===== src/rtl/binario_bcd_if.sv =====
// Start/busy/ready handshake and data lines between the control FSM and the
// binary-to-BCD converter.
interface binario_bcd_if #(
    parameter int ANCHO_BIN = 16,
    parameter int DIGITOS   = 5
);
    logic                   inicio;
    logic [ANCHO_BIN-1:0]   entrada_bin;
    logic                   ocupado;
    logic [4*DIGITOS-1:0]   salida_bcd;
    logic                   bcd_ready;

    modport master (
        output inicio,
        output entrada_bin,
        input  ocupado,
        input  salida_bcd,
        input  bcd_ready
    );

    modport slave (
        input  inicio,
        input  entrada_bin,
        output ocupado,
        output salida_bcd,
        output bcd_ready
    );
endinterface


===== src/rtl/binario_bcd.sv =====
// Sequential binary-to-BCD converter (shift-and-add-3), one input bit per clock.
// Result is held in salida_bcd; bcd_ready pulses for one cycle on completion.
module binario_bcd #(
    parameter int ANCHO_BIN = 16,
    parameter int DIGITOS   = 5
) (
    input  logic         clk,
    input  logic         rst,
    binario_bcd_if.slave bus
);
    localparam int AW = 4 * DIGITOS;
    localparam int CW = $clog2(ANCHO_BIN + 1);

    function automatic logic [63:0] pot10(input int n);
        logic [63:0] r;
        r = 64'd1;
        for (int i = 0; i < n; i++) r = r * 64'd10;
        return r;
    endfunction

    localparam logic [63:0] MAX_BIN = (64'd1 << ANCHO_BIN) - 64'd1;

    generate
        if (!(pot10(DIGITOS) > MAX_BIN)) begin : g_chk_digitos
            $error("binario_bcd: DIGITOS too small for ANCHO_BIN");
        end
    endgenerate

    // Per-nibble correction applied before each shift; nibbles never carry into each other.
    function automatic logic [AW-1:0] sumar3(input logic [AW-1:0] a);
        logic [AW-1:0] r;
        r = a;
        for (int i = 0; i < DIGITOS; i++) begin
            if (a[4*i +: 4] >= 4'd5) r[4*i +: 4] = a[4*i +: 4] + 4'd3;
        end
        return r;
    endfunction

    typedef enum logic [1:0] {REPOSO, CORRER, LISTO} estado_t;

    estado_t              r_estado, w_estado;
    logic [ANCHO_BIN-1:0] r_bin, w_bin;
    logic [AW-1:0]        r_acc, w_acc;
    logic [CW-1:0]        r_cnt, w_cnt;
    logic [AW-1:0]        r_salida, w_salida;
    logic                 r_ocupado, w_ocupado;
    logic                 r_ready, w_ready;
    logic [AW-1:0]        w_acc_aj;
    logic [AW+ANCHO_BIN-1:0] w_desp;

    always_comb begin
        w_estado = r_estado;
        w_bin    = r_bin;
        w_acc    = r_acc;
        w_cnt    = r_cnt;
        w_salida = r_salida;
        w_acc_aj = sumar3(r_acc);
        w_desp   = {w_acc_aj, r_bin} << 1;

        case (r_estado)
            CORRER: begin
                w_acc = w_desp[AW+ANCHO_BIN-1 -: AW];
                w_bin = w_desp[ANCHO_BIN-1:0];
                w_cnt = r_cnt - 1'b1;
                if (r_cnt == CW'(1)) begin
                    w_salida = w_desp[AW+ANCHO_BIN-1 -: AW];
                    w_estado = LISTO;
                end
            end
            default: begin
                // REPOSO and LISTO both accept a new start directly.
                if (bus.inicio) begin
                    w_bin    = bus.entrada_bin;
                    w_acc    = '0;
                    w_cnt    = CW'(ANCHO_BIN);
                    w_estado = CORRER;
                end else begin
                    w_estado = REPOSO;
                end
            end
        endcase

        w_ocupado = (w_estado == CORRER);
        w_ready   = (w_estado == LISTO);
    end

    always_ff @(posedge clk or posedge rst) begin
        if (rst) begin
            r_estado  <= REPOSO;
            r_bin     <= '0;
            r_acc     <= '0;
            r_cnt     <= '0;
            r_salida  <= '0;
            r_ocupado <= 1'b0;
            r_ready   <= 1'b0;
        end else begin
            r_estado  <= w_estado;
            r_bin     <= w_bin;
            r_acc     <= w_acc;
            r_cnt     <= w_cnt;
            r_salida  <= w_salida;
            r_ocupado <= w_ocupado;
            r_ready   <= w_ready;
        end
    end

    assign bus.ocupado    = r_ocupado;
    assign bus.bcd_ready  = r_ready;
    assign bus.salida_bcd = r_salida;
endmodule


===== src/flat_wrapper.sv =====
// flat-port wrapper written by rule: the top's interface ports become plain ports
module binario_bcd_flat 
#(
    parameter int ANCHO_BIN = 16,
    parameter int DIGITOS   = 5
)
  (clk, rst, bus_inicio, bus_entrada_bin, bus_ocupado, bus_salida_bcd, bus_bcd_ready);
  binario_bcd_if #(.ANCHO_BIN(ANCHO_BIN), .DIGITOS(DIGITOS)) bus_i ();
  input  logic clk;
  input  logic rst;
  input wire logic [$bits(bus_i.inicio)-1:0] bus_inicio;
  input wire logic [$bits(bus_i.entrada_bin)-1:0] bus_entrada_bin;
  output wire logic [$bits(bus_i.ocupado)-1:0] bus_ocupado;
  output wire logic [$bits(bus_i.salida_bcd)-1:0] bus_salida_bcd;
  output wire logic [$bits(bus_i.bcd_ready)-1:0] bus_bcd_ready;
  assign bus_i.inicio = bus_inicio;
  assign bus_i.entrada_bin = bus_entrada_bin;
  assign bus_ocupado = bus_i.ocupado;
  assign bus_salida_bcd = bus_i.salida_bcd;
  assign bus_bcd_ready = bus_i.bcd_ready;
  binario_bcd #(.ANCHO_BIN(ANCHO_BIN), .DIGITOS(DIGITOS)) u_core (.clk(clk), .rst(rst), .bus(bus_i));
endmodule

===== config.mk =====
export PLATFORM = sky130hd
export DESIGN_NAME = binario_bcd_flat
export DESIGN_NICKNAME = d
export VERILOG_FILES = /design/src/rtl/binario_bcd_if.sv /design/src/rtl/binario_bcd.sv /design/src/flat_wrapper.sv
export SDC_FILE = /design/constraint.sdc
export NUM_CORES = 1
export LEC_CHECK = 0
export ABC_AREA = 1
export BUFFER_PORTS_ARGS = -buffer_cell sky130_fd_sc_hd__buf_2
export CAP_MARGIN = 20
export CORE_ASPECT_RATIO = 0.75
export CORE_MARGIN = 3
export CORE_UTILIZATION = 45
export DETAILED_ROUTE_END_ITERATION = 16
export PLACE_DENSITY = 0.64
export SLEW_MARGIN = 40
export SYNTH_ARGS = -nofsm -noshare
export SYNTH_HDL_FRONTEND = slang
export SYNTH_SLANG_ARGS = --single-unit

===== constraint.sdc =====
create_clock -name clk -period 2.52 [get_ports clk]
set_input_delay 0.756 -clock clk [delete_from_list [all_inputs] [get_ports clk]]
set_output_delay 0.756 -clock clk [all_outputs]
set_load 0.01 [all_outputs]

; Word level (Yosys, flattened, before mapping)
; Cells that the tools add are included.
[word_totals]
reg_bits = 65
inputBits = 19
out_inout_bits = 22
[op_classes]
addsub = 6
order_cmp = 5
n_eq_ne = 4
mux = 14
reduce_logical = 2
[ops]
columns = op, n
row1 = $mux 20, 2
row2 = $mux 16, 2
row3 = $ge 4x3->1 const B, 5
row4 = $add 4x2->4 const B, 4
row5 = $mux 4, 4
row6 = $mux 5, 2
row7 = $eq 5x1->1 const B, 1
row8 = $sub 5x1->5 const B, 1
row9 = $eq 2x1->1 const B, 2
row10 = $mux 2, 2
row11 = $add 3x2->3 const B, 1
row12 = $mux 3, 1
row13 = $eq 2x2->1 const B, 1
row14 = $reduce_and 2->1, 1
row15 = $reduce_bool 2->1, 1
row16 = $mux 1, 1

; Longest topological paths before layout
; Gate-level depths: netlist (run 1).
[depth]
word_depth = 4
mapped_depth = 9

; Least setup slack after synthesis (run 1)
; OpenSTA, ideal clock, no wires.
[synth_path]
path_kind = in2reg
from = input port bus_inicio
to = register u_core.r_bin[10]
setup_time_ns = 0.124
arrival_ns = 1.192
required_ns = 2.396
setup_slack_ns = 1.205
stages = 6
n_path_buf = 1
path_cell_list = inv_1 -> nand2_4 -> inv_2 -> buf_6 -> nand2_1 -> nand3_1
[synth_via]
elab_chain_cells = 1
[synth_rtl]
columns = item, line_no
row1 = start: declaration, flat_wrapper.sv:11  ; input wire logic [$bits(bus_i.inicio)-1:0] bus_inicio;
row2 = $reduce_bool 2->1 (no line), --
row3 = end signal: assignment, binario_bcd.sv:98  ; r_bin <= w_bin;
row4 = end: declaration, binario_bcd.sv:42  ; logic [ANCHO_BIN-1:0] r_bin, w_bin;
; No other way between the ends.
; A chain may end at the register's enable or synchronous reset.

; Final worst setup path (run 1)
[layout_path]
from = register u_core.r_cnt[1]
to = register u_core.r_salida[2] (netlist: u_core.bus.salida_bcd[2])
[layout_via]
elab_chain_cells = 2
[layout_rtl]
columns = item, line_no
row1 = start: declaration, binario_bcd.sv:44  ; logic [CW-1:0] r_cnt, w_cnt;
row2 = start signal: assignment, binario_bcd.sv:100  ; r_cnt <= w_cnt;
row3 = $eq 5x1->1, binario_bcd.sv:65  ; if (r_cnt == CW'(1)) begin
row4 = $reduce_and 2->1 (no line), --
row5 = end signal: assignment, binario_bcd.sv:101  ; r_salida <= w_salida;
row6 = end: declaration, binario_bcd.sv:45  ; logic [AW-1:0] r_salida, w_salida;
; No other way between the ends.

==> flow_metrics.py, run 1 <==
metrics = {
    "clock_tree": {
        "h-tree-depth": 3,
        "cts_buffers": 9,
        "postCtsHoldBufs": 0,
        "insertion_delay_ps": 340,
        "clk_pin_slew_ps": 70,
        "post_cts_buffers": 0,
        "cts_tree": "done",
        "post_cts_resized": 0,
        "clkSinkCount": 65,
        "root_buffer": "clkbuf_8",
        "clockBufferDepth": 2,
    },
    "cells_and_area": {
        "n_antenna_cell": 0,
        "area_growth_pct": 14.7,
        "layout-drive-gt1-share_pct": 16.0,
        "final_core_util_pct": 55.4,
        "finalNetCount": 456,
    },
    "synth": {
        "ys_types": 22,
        "seq_area_frac_synth_pct": 51.3,
        "synth_top_family_by_area": "simple AND/OR/NAND/NOR gates",
        "ys_seq_elements": 65,
        "syn_avg_cell_area_um2": 8.31,
        "synth_nets": 413,
        "synthAdderAreaFrac_pct": 4.73,
        "synthMuxAreaShare_pct": 0,
        "yosysWarnings": 0,
        "synth-xor-area-share_pct": 0,
        "synth-simple-area-share_pct": 32.3,
        "synth_compound_area_share_pct": 4.81,
        "netlist_area_mm2": 0.00317,
        "syn_inst": 382,
    },
    "timing": {
        "hold_viol": 0,
        "worst_slew_pin_slew_ps": 560,
        "slew_headroom_pct": 62.6,
        "setup_ws_ps": 883,
        "rsz0062_at_grt": "no",
        "period_needed_ps": 1640,
        "fin_crit_sh_pct": 64.9,
        "whs_ps": 390,
        "slew_violations": 0,
        "fmaxAchievable_mhz": 611,
        "finalSetupTns_ps": 0,
        "fin_worst_skew_ps": 9.65,
        "setup_viol": 0,
    },
    "global_route": {
        "grt_pass1_vias": 2533,
        "grt_pass1_wl_um": 11900,
        "grt_use_total_pct": 18.8,
        "grt_overflow": 0,
        "antenna_found_initial": 0,
        "grt_max_degree": 40,
    },
    "drt": {
        "drc": 0,
        "postRouteAntennaNets": 0,
        "drt-wirelength-per-cell_um": 13.0,
        "viasPerCell": 4.99,
        "drtIter0Drc": 116,
        "drt-pass1-iter-count": 4,
        "vias": 2550,
        "routed_wl_um": 6650,
    },
    "power_and_ir_drop": {
        "sw_frac_of_total_pct": 41.9,
        "internal_power_w": 0.00287,
        "powerDensity_mw_per_mm2": 1360,
        "clock_power_share_pct": 20.1,
        "power_frac_seq_pct": 36.4,
        "switching_power_w": 0.00207,
        "power_frac_comb_pct": 43.5,
        "power_w": 0.00494,
        "p_leak_nw": 1.95,
        "peakVddDrop_mv": 0.449,
    },
    "critical_path": {
        "critPathMaxFanout": 20,
        "required_ps": 2790,
        "slowest_stage": "nor2_4",
        "critPathMaxStageDelay_ps": 440,
        "path_cells": "inv_1 -> ha_1 -> nand2_1 -> nor2_4 -> nand3_1 -> nand2_1",
        "cp-end-kind": "flop",
        "cp_common_cell": "nand2_1",
        "worstSetupPathType": "reg -> reg",
        "startpoint_type": "flop",
        "cp.arrival_ps": 1910,
    },
    "die": {
        "initial_core_util_pct": 48.3,
        "rows": 25,
        "ios": 41,
        "chipHeight_um": 78.7,
        "die-area_mm2": 0.00811,
        "coreArea_mm2": 0.00657,
        "dieWidth_um": 103,
    },
    "placed_design": {
        "place_congestion": 0.913,
        "pre_cts_ws_ps": 701,
        "port_buffers": 40,
        "hpwl_um": 4490,
    },
    "min_path": {
        "hp-class": "in -> async",
    },
    "outcome": {
        "status": "complete, no violations",
    },
    "job": {
        "max_cap_viol_count": 0,
    },
}
==> layout make-up <==
type	count	area, um2
tap	81	101
clock inverter	2	60.1
multi-input combinational	272	1330
timing repair buffer	43	235
sequential	65	1630
fill	621	2930
clock buffer	14	163
inverter	34	128
==> path summary, 6_finish.rpt <==
kind                            startpoint                  endpoint  slack [ps]  depth (start not counted)
max in group asynchronous              rst           u_core.r_acc[2]        1590                          3
hold / removal                         rst      u_core.bus.bcd_ready         390                          2
setup / recovery           u_core.r_cnt[1]  u_core.bus.salida_bcd[2]         880                          6
hold reg to reg            u_core.r_bin[0]           u_core.r_bin[0]         470                          2
setup reg to reg           u_core.r_cnt[1]  u_core.bus.salida_bcd[2]         880                          6
min in group clk           u_core.r_bin[0]           u_core.r_bin[0]         470                          2
==> per-layer routing <==
layer / GRT usage, % / routed length, um / part of all wire (%)
met5: 0 / 0 / 0
met4: 6.34 / 56 / 0.84
met2: 27.4 / 2930 / 44
met3: 6.41 / 324 / 4.9
met1: 26.0 / 3340 / 50
==> placed cells by master, fill, tap and decap left out <==
master,count
dfrtp_1,65
o22ai_1,4
nor2_8,1
o21ai_0,16
bufinv_16,2
o21ai_1,3
inv_2,5
o211ai_1,1
a21boi_0,2
nand2_2,1
ha_1,12
nor2_1,7
nor2_2,1
nand4_1,8
nand4_4,1
nand2_4,3
clkbuf_8,11
clkbuf_1,3
buf_4,2
nand2_1,158
nand3_1,51
buf_12,1
a21oi_1,2
inv_1,29
nor2_4,1
buf_2,40
==> cells in the mapped netlist (all sizes together) <==
cell type	n	area share, %
a21oi	2	0.32
nand2	162	20
buf	11	2.9
o21ai	19	3.0
ha	12	4.7
nand3	51	8.0
dfrtp	65	51
a21boi	2	0.47
o22ai	4	0.79
o211ai	1	0.24
nand4	9	2.2
inv	34	4.0
nor2	10	2.0
==> power groups by stage <==
stage	clock (W)	combinational (W)	sequential (W)
finish	0.000994	0.00215	0.00180
global route	0.00108	0.00252	0.00186
CTS	0.00103	0.00216	0.00180
detailed placement	0	0.00215	0.00181
global placement	0	0.00206	0.00180
floorplan	0	0.00160	0.00182
==> registers in the layout, summed over array words and instances (netlist names) <==
register and cells:
u_core.bus.bcd_ready 1, u_core.bus.ocupado 1, u_core.r_acc 20, u_core.r_cnt 5, u_core.r_estado 2, u_core.r_bin 16
u_core.bus.salida_bcd 20
==> metrics by stage <==
step	instance area (um2)	cells
floorplan	3170	382
finish	3640	511
CTS	3640	511
detailed placement	3420	495
global route	3640	511
global placement	3420	495
==> cell families (layout without fill, tap and decap cells) <==
logic type,after synthesis,count (layout)
AO/OA/AOI/OAI,28,28
AND/OR/NAND/NOR,232,232
flip-flops,65,65
buffers and inverters,45,93
adder cells (fa/ha/maj),12,12
==> critical path: cells and delay by family, from the launching register on <==
kind,cells,cell delay [ps]
simple gates,4,860
flops,1,380
fa+ha+maj,1,230
buf+inv,1,110
No activity file was read; power rests on OpenSTA's default activity.
==> run 2, diff against run 1 <==
==> constraint.sdc (replaced) <==
create_clock -name clk -period 1.7 [get_ports clk]
set_input_delay 0.51 -clock clk [delete_from_list [all_inputs] [get_ports clk]]
set_output_delay 0.51 -clock clk [all_outputs]
set_load 0.01 [all_outputs]
==> flow_metrics.py, run 2 (same netlist as run 1, synthesis figures left out) <==
metrics = {
    "cells_and_area": {
        "finalNetCount": 461,
        "design_area_mm2": 0.00373,
        "n_antenna_cell": 0,
        "mostFrequentLayoutCells": "158 x nand2_1, 65 x dfrtp_1, 51 x nand3_1, 40 x buf_2, 29 x inv_1",
        "final_common_cell": "nand2_1",
        "fillers": 605,
        "layout-drive-gt1-share_pct": 17.7,
        "ff_latch_area_mm2": 0.00163,
        "multi_input_area_mm2": 0.00133,
        "area_growth_pct": 17.4,
        "final_core_util_pct": 56.7,
    },
    "drt": {
        "vias": 2548,
        "drtIter0Drc": 169,
        "drt-pass1-iter-count": 4,
        "drt-wirelength-per-cell_um": 12.4,
        "routed_wl_um": 6400,
        "drc": 0,
        "viasPerCell": 4.94,
        "postRouteAntennaNets": 0,
    },
    "global_route": {
        "grt_pass1_vias": 2441,
        "grt_use_total_pct": 18.0,
        "antenna_found_initial": 0,
        "grt_max_degree": 34,
        "grt_overflow": 0,
        "grt_pass1_wl_um": 11300,
    },
    "critical_path": {
        "cp.arrival_ps": 1690,
        "critPathMaxFanout": 6,
        "startpoint_type": "flop",
        "required_ps": 1980,
        "cp-end-kind": "flop",
        "worstSetupPathType": "reg -> reg",
    },
    "power_and_ir_drop": {
        "peakVddDrop_mv": 0.737,
        "switching_power_w": 0.00306,
        "p_leak_nw": 2.00,
        "internal_power_w": 0.00442,
        "clock_power_share_pct": 21.4,
        "powerDensity_mw_per_mm2": 2010,
        "sw_frac_of_total_pct": 40.9,
        "power_frac_comb_pct": 43.0,
        "power_frac_seq_pct": 35.6,
    },
    "clock_tree": {
        "cts_tree": "done",
        "clk_pin_slew_ps": 70,
        "clockBufferDepth": 2,
        "clkSinkCount": 65,
        "post_cts_buffers": 0,
        "postCtsHoldBufs": 0,
        "root_buffer": "clkbuf_8",
        "h-tree-depth": 3,
        "insertion_delay_ps": 340,
        "cts_buffers": 9,
        "post_cts_resized": 0,
    },
    "timing": {
        "fin_crit_sh_pct": 82.8,
        "slew_headroom_pct": 75.0,
        "period_needed_ps": 1410,
        "fmaxAchievable_mhz": 711,
        "finalSetupTns_ps": 0,
        "setup_ws_ps": 293,
        "setup_viol": 0,
        "worst_slew_pin_slew_ps": 374,
        "slew_violations": 0,
        "hold_viol": 0,
        "rsz0062_at_grt": "no",
        "fin_worst_skew_ps": 8.06,
    },
    "job": {
        "max_cap_viol_count": 0,
    },
    "die": {
        "coreArea_mm2": 0.00657,
        "rows": 25,
        "ios": 41,
        "die-area_mm2": 0.00811,
        "dieWidth_um": 103,
        "chipHeight_um": 78.7,
        "initial_core_util_pct": 48.3,
    },
    "placed_design": {
        "place_congestion": 0.824,
        "dpl_cell_area_mm2": 0.00348,
        "port_buffers": 40,
        "hpwl_um": 4340,
        "pre_cts_ws_ps": 321,
    },
    "outcome": {
        "status": "complete, no violations",
    },
    "min_path": {
        "hp-class": "in -> async",
    },
}
-- run 2: critical path, cell delays in order, from the launching register on --
cell     delay (ps)
dfrtp_1         450
inv_1           100
ha_1            240
nand2_1          70
nand2_1          90
o21ai_0         240
nand2_1          80
nand2_1          60
-- run 2: power by group through the flow --
stage                     Clock (W)  Combinational [W]  Sequential (W)
after global placement            0            0.00317         0.00268
after floorplan                   0            0.00237         0.00270
after global routing        0.00171            0.00376         0.00275
final                       0.00160            0.00322         0.00266
after CTS                   0.00165            0.00327         0.00266
after detailed placement          0            0.00324         0.00268
-- run 2: path summary, 6_finish.rpt --
check / slack, ps / start / to / cells after the start
worst max-delay path: 290 / u_core.r_acc[8] / u_core.bus.salida_bcd[12] / 7
worst min-delay path: 70 / rst / u_core.r_bin[6] / 2
worst max register to register: 290 / u_core.r_acc[8] / u_core.bus.salida_bcd[12] / 7
worst min register to register: 470 / u_core.r_bin[0] / u_core.r_bin[0] / 2
max in group asynchronous: 1230 / rst / u_core.r_acc[10] / 3
min in group clk: 370 / bus_entrada_bin[0] / u_core.r_bin[0] / 3
-- run 2: metrics by stage --
stage | hold slack [ps] | std cells | power (W)
after floorplan | 442 | 382 | 0.00507
after global placement | 428 | 500 | 0.00585
after detailed placement | 433 | 500 | 0.00593
after CTS | 58.6 | 516 | 0.00757
after global routing | 67.9 | 516 | 0.00822
final | 73.9 | 516 | 0.00748
-- run 2: layer usage --
layer	share of wire (%)	GRT usage, %	vias to the layer above
met5	0	0	-
met4	1.4	5.82	0
met3	3.9	5.27	6
met2	42	25.9	52
met1	53	25.9	1164
li1	-	-	1326
-- run 2: area by class of cell --
cell class	instances	share of cell area, %
Clock inverter	6	2.82
Multi-Input combinational cell	272	35.6
Inverter	34	3.53
Sequential cell	65	43.7
Tap cell	81	2.72
Timing Repair Buffer	48	7.99
Clock buffer	10	3.69
==> run 3, diff against run 2 <==
==> constraint.sdc (replaced) <==
create_clock -name clk -period 1.3 [get_ports clk]
set_input_delay 0.39 -clock clk [delete_from_list [all_inputs] [get_ports clk]]
set_output_delay 0.39 -clock clk [all_outputs]
set_load 0.01 [all_outputs]
==> flow_metrics.py, run 3 (same netlist as run 1, synthesis figures left out) <==
metrics = {
    "timing": {
        "fin_crit_sh_pct": 102,
        "setup_viol": 9,
        "whs_ps": 128,
        "worst_slew_pin_slew_ps": 351,
        "fin_worst_skew_ps": 8.97,
        "setup_ws_ps": -32.4,
        "slew_violations": 0,
        "period_needed_ps": 1330,
        "slew_headroom_pct": 76.6,
        "fmaxAchievable_mhz": 751,
        "hold_viol": 0,
        "rsz0062_at_grt": "yes",
    },
    "global_route": {
        "grt_max_degree": 66,
        "grt_use_total_pct": 18.7,
        "grt_pass1_wl_um": 11900,
        "grt_pass1_vias": 2583,
        "antenna_found_initial": 0,
        "grt_overflow": 0,
    },
    "cells_and_area": {
        "final_core_util_pct": 64.4,
        "layout-drive-gt1-share_pct": 35.5,
        "finalNetCount": 491,
        "mostFrequentLayoutCells": "141 x nand2_1, 63 x dfrtp_1, 40 x buf_2, 33 x nand3_1, 27 x buf_4",
        "area_growth_pct": 33.2,
        "final_cells": 546,
        "final_common_cell": "nand2_1",
        "design_area_mm2": 0.00423,
        "n_antenna_cell": 0,
    },
    "clock_tree": {
        "clk_pin_slew_ps": 70,
        "h-tree-depth": 3,
        "cts_buffers": 9,
        "postCtsHoldBufs": 0,
        "clockBufferDepth": 2,
        "clkSinkCount": 65,
        "root_buffer": "clkbuf_8",
        "cts_tree": "done",
        "insertion_delay_ps": 350,
    },
    "drt": {
        "routed_wl_um": 7770,
        "viasPerCell": 5.09,
        "drc": 0,
        "drt-wirelength-per-cell_um": 14.2,
        "vias": 2780,
        "postRouteAntennaNets": 0,
        "drtIter0Drc": 163,
        "drt-pass1-iter-count": 4,
    },
    "die": {
        "coreArea_mm2": 0.00657,
        "rows": 25,
        "dieWidth_um": 103,
        "chipHeight_um": 78.7,
        "initial_core_util_pct": 48.3,
        "ios": 41,
        "die-area_mm2": 0.00811,
    },
    "power_and_ir_drop": {
        "p_leak_nw": 2.16,
        "peakVddDrop_mv": 1.15,
        "sw_frac_of_total_pct": 43.2,
        "internal_power_w": 0.00630,
        "clock_power_share_pct": 15.2,
        "switching_power_w": 0.00479,
        "power_frac_comb_pct": 52.6,
        "power_frac_seq_pct": 32.1,
        "powerDensity_mw_per_mm2": 2620,
    },
    "critical_path": {
        "cp-end-kind": "flop",
        "worstSetupPathType": "reg -> reg",
        "critPathMaxFanout": 5,
        "cp.arrival_ps": 1610,
        "required_ps": 1580,
        "startpoint_type": "flop",
    },
    "placed_design": {
        "dpl_cell_area_mm2": 0.00359,
        "dp_cells": 513,
        "port_buffers": 40,
        "pre_cts_ws_ps": -71.5,
        "place_congestion": 0.827,
        "hpwl_um": 4570,
    },
    "outcome": {
        "violations": "setup timing",
        "status": "finished, violations left",
    },
    "min_path": {
        "hp-class": "in -> async",
    },
    "job": {
        "max_cap_viol_count": 0,
    },
}
[run 3: cell types whose count changed in the layout (fill, tap and decap cells not counted), sizes merged]
cell,change
buf,+28
bufinv,-2
clkbuf,+5
clkinv,-1
[run 3: critical path: stages (launching register included)]
cell,delay [ps]
dfrtp_1,390
inv_2,80
ha_4,160
nand2_4,60
nor2_4,230
clkbuf_16,210
nand3_2,60
nand2_1,80
[run 3: cell type report]
cell class | count | area (um2)
Clock buffer | 13 | 149
Timing Repair Buffer | 78 | 589
Tap cell | 81 | 101
Sequential cell | 65 | 1630
Clock inverter | 3 | 40.0
Inverter | 34 | 134
Multi-Input combinational cell | 272 | 1590
Fill cell | 543 | 2340
[run 3: power groups by stage]
| stage | Combinational (W) | Clock [W] | Sequential (W) |
|---|---|---|---|
| 2_1_floorplan | 0.00310 | 0 | 0.00353 |
| 3_3_place_gp | 0.00448 | 0 | 0.00347 |
| 3_5_place_dp | 0.00460 | 0 | 0.00349 |
| 4_1_cts | 0.00474 | 0.00172 | 0.00346 |
| 5_1_grt | 0.00657 | 0.00182 | 0.00367 |
| 6_report | 0.00584 | 0.00169 | 0.00356 |
[run 3: what timing repair did]
item	in CTS	in global routing
buffers inserted	3	11
pin swaps	0	39
setup endpoints to repair	22	53
gates resized for setup	7	77
gates cloned	0	3
[run 3: layer usage]
layer	global-route usage [%]	share of wire, %	vias to the layer above
li1	-	-	1382
met5	0	0	-
met3	4.74	5.6	14
met1	25.9	46	1311
met4	6.60	1.6	0
met2	28.5	47	73
[run 3: path summary, 6_finish.rpt]
kind,depth (start not counted),from,endpoint,slack [ps]
worst min-delay path,3,rst,u_core.r_cnt[4],130
min in group clk,3,bus_entrada_bin[0],u_core.r_bin[0],240
worst max register to register,7,u_core.r_cnt[1],u_core.bus.salida_bcd[4],-30
worst min register to register,2,u_core.bus.salida_bcd[13],u_core.bus.salida_bcd[13],470
max in group asynchronous,3,rst,u_core.r_estado[1],890
worst max-delay path,7,u_core.r_cnt[1],u_core.bus.salida_bcd[4],-30
[run 3: through the flow]
| step | power, W | TNS (ps) |
|---|---|---|
| after floorplan | 0.00664 | 0 |
| after global placement | 0.00796 | -55.8 |
| after detailed placement | 0.00809 | -156 |
| after CTS | 0.00992 | 0 |
| after global routing | 0.0121 | -1570 |
| final | 0.0111 | -92.6 |
